[src/rtl/unified_mem_arbiter.sv]
// Arbiter sequencing one single-ported memory between the fetch and data ports, with stall generation.
// Define MEM_ARB_RR_EN for round-robin tie-breaking; the default gives data fixed priority.
module unified_mem_arbiter #(
    parameter int LATENCY = 2,
    parameter int ADDR_W  = 32,
    parameter int DATA_W  = 32
) (
    input  logic              clk,
    input  logic              rst,
    input  logic              if_req,
    input  logic [ADDR_W-1:0] if_addr,
    output logic [DATA_W-1:0] if_rdata,
    output logic              if_ready,
    input  logic              dm_req,
    input  logic              dm_write,
    input  logic [ADDR_W-1:0] dm_addr,
    input  logic [DATA_W-1:0] dm_wdata,
    output logic [DATA_W-1:0] dm_rdata,
    output logic              dm_ready,
    output logic              mem_en,
    output logic              mem_we,
    output logic [ADDR_W-1:0] mem_addr,
    output logic [DATA_W-1:0] mem_wdata,
    input  logic [DATA_W-1:0] mem_rdata,
    output logic              stall_f,
    output logic              stall_m
);

    typedef enum logic [1:0] {IDLE, BUSY, RESP} state_t;

    localparam logic [3:0] LAST_CNT = 4'(LATENCY - 1);

    state_t            state_q, state_d;
    logic [3:0]        cnt_q, cnt_d;
    logic              owner_dm_q, owner_dm_d;
    logic              we_q, we_d;
    logic [ADDR_W-1:0] addr_q, addr_d;
    logic [DATA_W-1:0] wdata_q, wdata_d;
    logic [DATA_W-1:0] if_rdata_q, if_rdata_d;
    logic [DATA_W-1:0] dm_rdata_q, dm_rdata_d;
    logic              grant_dm;
    logic              last_cycle;

    assign last_cycle = (cnt_q == LAST_CNT);

`ifdef MEM_ARB_RR_EN
    // On a tie the requester not served last wins; the pointer starts at IF so data wins first.
    logic last_dm_q, last_dm_d;

    always_comb begin
        grant_dm  = dm_req & (~if_req | ~last_dm_q);
        last_dm_d = last_dm_q;
        if (state_q == IDLE && (if_req || dm_req)) begin
            last_dm_d = grant_dm;
        end
    end

    always_ff @(posedge clk) begin
        if (rst) begin
            last_dm_q <= 1'b0;
        end else begin
            last_dm_q <= last_dm_d;
        end
    end
`else
    assign grant_dm = dm_req;
`endif

    always_comb begin
        state_d    = state_q;
        cnt_d      = cnt_q;
        owner_dm_d = owner_dm_q;
        we_d       = we_q;
        addr_d     = addr_q;
        wdata_d    = wdata_q;
        if_rdata_d = if_rdata_q;
        dm_rdata_d = dm_rdata_q;
        case (state_q)
            IDLE: begin
                if (if_req || dm_req) begin
                    owner_dm_d = grant_dm;
                    we_d       = grant_dm & dm_write;
                    addr_d     = grant_dm ? dm_addr : if_addr;
                    wdata_d    = dm_wdata;
                    cnt_d      = 4'd0;
                    state_d    = BUSY;
                end
            end
            BUSY: begin
                cnt_d = cnt_q + 4'd1;
                if (last_cycle) begin
                    state_d = RESP;
                    if (!we_q) begin
                        if (owner_dm_q) begin
                            dm_rdata_d = mem_rdata;
                        end else begin
                            if_rdata_d = mem_rdata;
                        end
                    end
                end
            end
            RESP:    state_d = IDLE;
            default: state_d = IDLE;
        endcase
    end

    always_ff @(posedge clk) begin
        if (rst) begin
            state_q    <= IDLE;
            cnt_q      <= 4'd0;
            owner_dm_q <= 1'b0;
            we_q       <= 1'b0;
            addr_q     <= '0;
            wdata_q    <= '0;
            if_rdata_q <= '0;
            dm_rdata_q <= '0;
        end else begin
            state_q    <= state_d;
            cnt_q      <= cnt_d;
            owner_dm_q <= owner_dm_d;
            we_q       <= we_d;
            addr_q     <= addr_d;
            wdata_q    <= wdata_d;
            if_rdata_q <= if_rdata_d;
            dm_rdata_q <= dm_rdata_d;
        end
    end

    // Gating with rst keeps an interrupted write from ever reaching the memory.
    assign mem_en    = (state_q == BUSY) & ~rst;
    assign mem_we    = mem_en & we_q & last_cycle;
    assign mem_addr  = addr_q;
    assign mem_wdata = wdata_q;
    assign if_rdata  = if_rdata_q;
    assign dm_rdata  = dm_rdata_q;
    assign if_ready  = (state_q == RESP) & ~owner_dm_q;
    assign dm_ready  = (state_q == RESP) & owner_dm_q;
    assign stall_f   = if_req & ~if_ready;
    assign stall_m   = dm_req & ~dm_ready;

endmodule
[config.mk]
export PLATFORM = sky130hd
export DESIGN_NAME = unified_mem_arbiter
export DESIGN_NICKNAME = d
export VERILOG_FILES = /design/src/rtl/unified_mem_arbiter.sv
export SDC_FILE = /design/constraint.sdc
export NUM_CORES = 1
export LEC_CHECK = 0
export ABC_AREA = 1
export ABC_CLOCK_PERIOD_IN_PS = 2750
export CORE_ASPECT_RATIO = 0.8
export CORE_MARGIN = 2
export CORE_UTILIZATION = 45
export CTS_CLUSTER_DIAMETER = 120
export DETAILED_ROUTE_END_ITERATION = 7
export PLACE_DENSITY = 0.85
export SYNTH_ARGS = -nofsm -noshare
export SYNTH_HDL_FRONTEND = slang
export SYNTH_SLANG_ARGS = --single-unit
[constraint.sdc]
create_clock -name clk -period 2.75 [get_ports clk]
set_input_delay 0.275 -clock clk [delete_from_list [all_inputs] [get_ports clk]]
set_output_delay 0.275 -clock clk [all_outputs]
set_load 0.1 [all_outputs]
==> metrics <==
register bit count reported by yosys=136; Slew Limit Fails=0; drt wl/cell=14.4 um; Reg-to-Reg Start=cnt_q[0]$_SDFFE_PP0P_; CP arrival=1.71 ns; Hold WC Path Type=primary input to flip-flop; Die Span Y=107 um; CTS Root Cell=clkbuf_16; Setup CP Type=flip-flop to output port; pin count of the biggest net entering global routing=73; Post-synth top cells=203 x nand2_1, 169 x nor2_1, 136 x dfxtp_1, 65 x nand4_1, 45 x inv_1; Leakage Power=0.00399 uW; max-cap violations=0; Least-Margin Pin Slew=0.911 ns; CTS sink count=136; Crit. End Element=output port; CTS tree=done; slowest stage cell, crit path=dfxtp_1; CP peak stage delay=0.40 ns; design area=0.00889 sq mm; Die Area=0.0143 sq mm; CTS Hold Bufs=0; WL final=18100 um; Initial DRT Pass Iterations=6; Vias/cell=5.06; dpl cells=1223; Cell Chain, Critical Path=ha_1, nand2_1, nor2_4, inv_1, nor3_2, buf_12; fmax=0.504 GHz; Hold Fails Final Rpt=0; Hold Startpoint=dm_wdata[14]; top cell type's share of synthesized area=45.4%; DRC Markers=0; initial antenna violation count=0; post-synthesis sequential area ratio=45.4%; H-tree levels=4; Die W=133 um; GRT Overall Usage=24.6%; Post-Place Cell Area=0.00831 sq mm; Cell Rows=37; CP startpoint=cnt_q[0]$_SDFFE_PP0P_; I/O Pins=267; Slew headroom=39.3%; Total Neg Setup Slack=0 ns; syn avg cell area=7.14 sq um; Worst-path clk slew=0.07 ns; CP max FO=5; worst endpoint required time=2.48 ns; clock buffer depth=2; CTS resizes=0; crit start category=flip-flop; Worst-Skew Late Latency=0.41 ns; Vias=6351; total CTS buffers=17; Mapped Cells=840; Worst Clk Skew=0.0114 ns; gp weighted congestion=0.804; drt initial violations=446; Yosys Warn Count=0; predominant post-synthesis flop cell=dfxtp_1; outcome=completed; NumNets Final=1202; ANT nets after route=0; number of synthesized flops with an enable pin=0; Buffers on Ports=266; Mapped Area=0.00599 sq mm; final cell count without fillers=1254; fin crit share=72.1%; vias in the first global route=5783; Post-DP HPWL=12400 um; maximum VDD drop=589 uV; initial core utilization=46.4%; count leader, synth=nand2_1; ys async rst share=0%; RSZ-0062 raised after global routing=no; layout cells sized above 1=20.3%; largest area contributor in the netlist=dfxtp_1; # diodes=0; syn_nets=975; Layout area overhead=48.3%; grt total ovfl=0; first-pass GRT wire length=28300 um; final setup violating endpoints=0; crit path time final=1.98 ns; flop2flop setup slack=0.95 ns; synth unique cells=25; Post-CTS Setup Bufs=0; top cells by area, synth=dfxtp_1 45%, nand2_1 13%, nor2_1 11%; pwr dens=855 mW/mm^2; core area=0.0129 sq mm
registers in the layout (all words and copies together), names as in the netlist:
register,cells
state_q,2
mem_addr,32
cnt_q,4
mem_wdata,32
we_q,1
dm_rdata,32
owner_dm_q,1
if_rdata,32
final cells by class:
| class | instances | area (sq um) |
|---|---|---|
| fill | 1078 | 4030 |
| multi-input combinational | 588 | 2740 |
| sequential | 136 | 2720 |
| timing repair buffer | 278 | 2450 |
| clock buffer | 18 | 429 |
| tap | 175 | 219 |
| inverter | 46 | 173 |
| clock inverter | 13 | 148 |
routing by layer:
layer	up-vias	wire, um	track usage (%)
met5	-	0	0
met4	0	320	7.60
met3	25	1610	7.57
met2	278	8440	40.5
met1	2886	7710	31.1
li1	3162	-	-
stage by stage:
step	utilization, %	power (uW)	hold slack [ns]	setup slack [ns]
finish	68.8	7600	0.440	0.767
global route	68.8	7890	0.443	0.657
floorplan	-	4720	0.440	0.208
detailed placement	64.3	5410	0.453	0.541
global placement	64.3	5380	0.449	0.557
CTS	68.8	7630	0.433	0.745
where the power goes:
group	switching, uW	total, uW	internal [uW]
registers	137	2330	2190
logic	2330	3050	720
clock network	881	2220	1340
worst max-delay path, delay by kind of cell (launching register included):
family / cells / cell delay, ns
and+or+nand+nor: 3 / 0.41
DFF: 1 / 0.40
buffers and inverters: 2 / 0.29
adders and majority gates: 1 / 0.20
path summary, 6_finish.rpt:
path                                 to  cells past startpoint
max reg2reg    if_rdata[4]$_SDFFE_PP0P_                      7
min reg2reg  mem_wdata[11]$_SDFFE_PP0P_                      2
min          mem_wdata[14]$_SDFFE_PP0P_                      3
max                              mem_we                      6
cell usage in the layout (no fill, tap or decap), types with 3 or more instances in the layout:
cell               n
inv_1             44
inv_6              3
o21ai_0           32
clkinvlp_4         4
nor2_1           167
dfxtp_1          136
buf_12             3
o21ai_1            3
nand4_1           65
clkbuf_16         17
a21oi_2           30
clkinv_4           3
clkdlybuf4s50_1  132
nand3_1           34
nor2_4             4
nor2_2             3
buf_4            143
nand2_1          203
a21oi_1           38
logic make-up after synthesis:
kind of cell	after synthesis	synth area share (%)
simple gates	480	34.2
flops	136	45.4
buf+inv	116	9.10
compound gates	105	10.7
fa+ha+maj	2	0.417
xor+xnor	1	0.146
No activity file was read; power rests on OpenSTA's default activity.
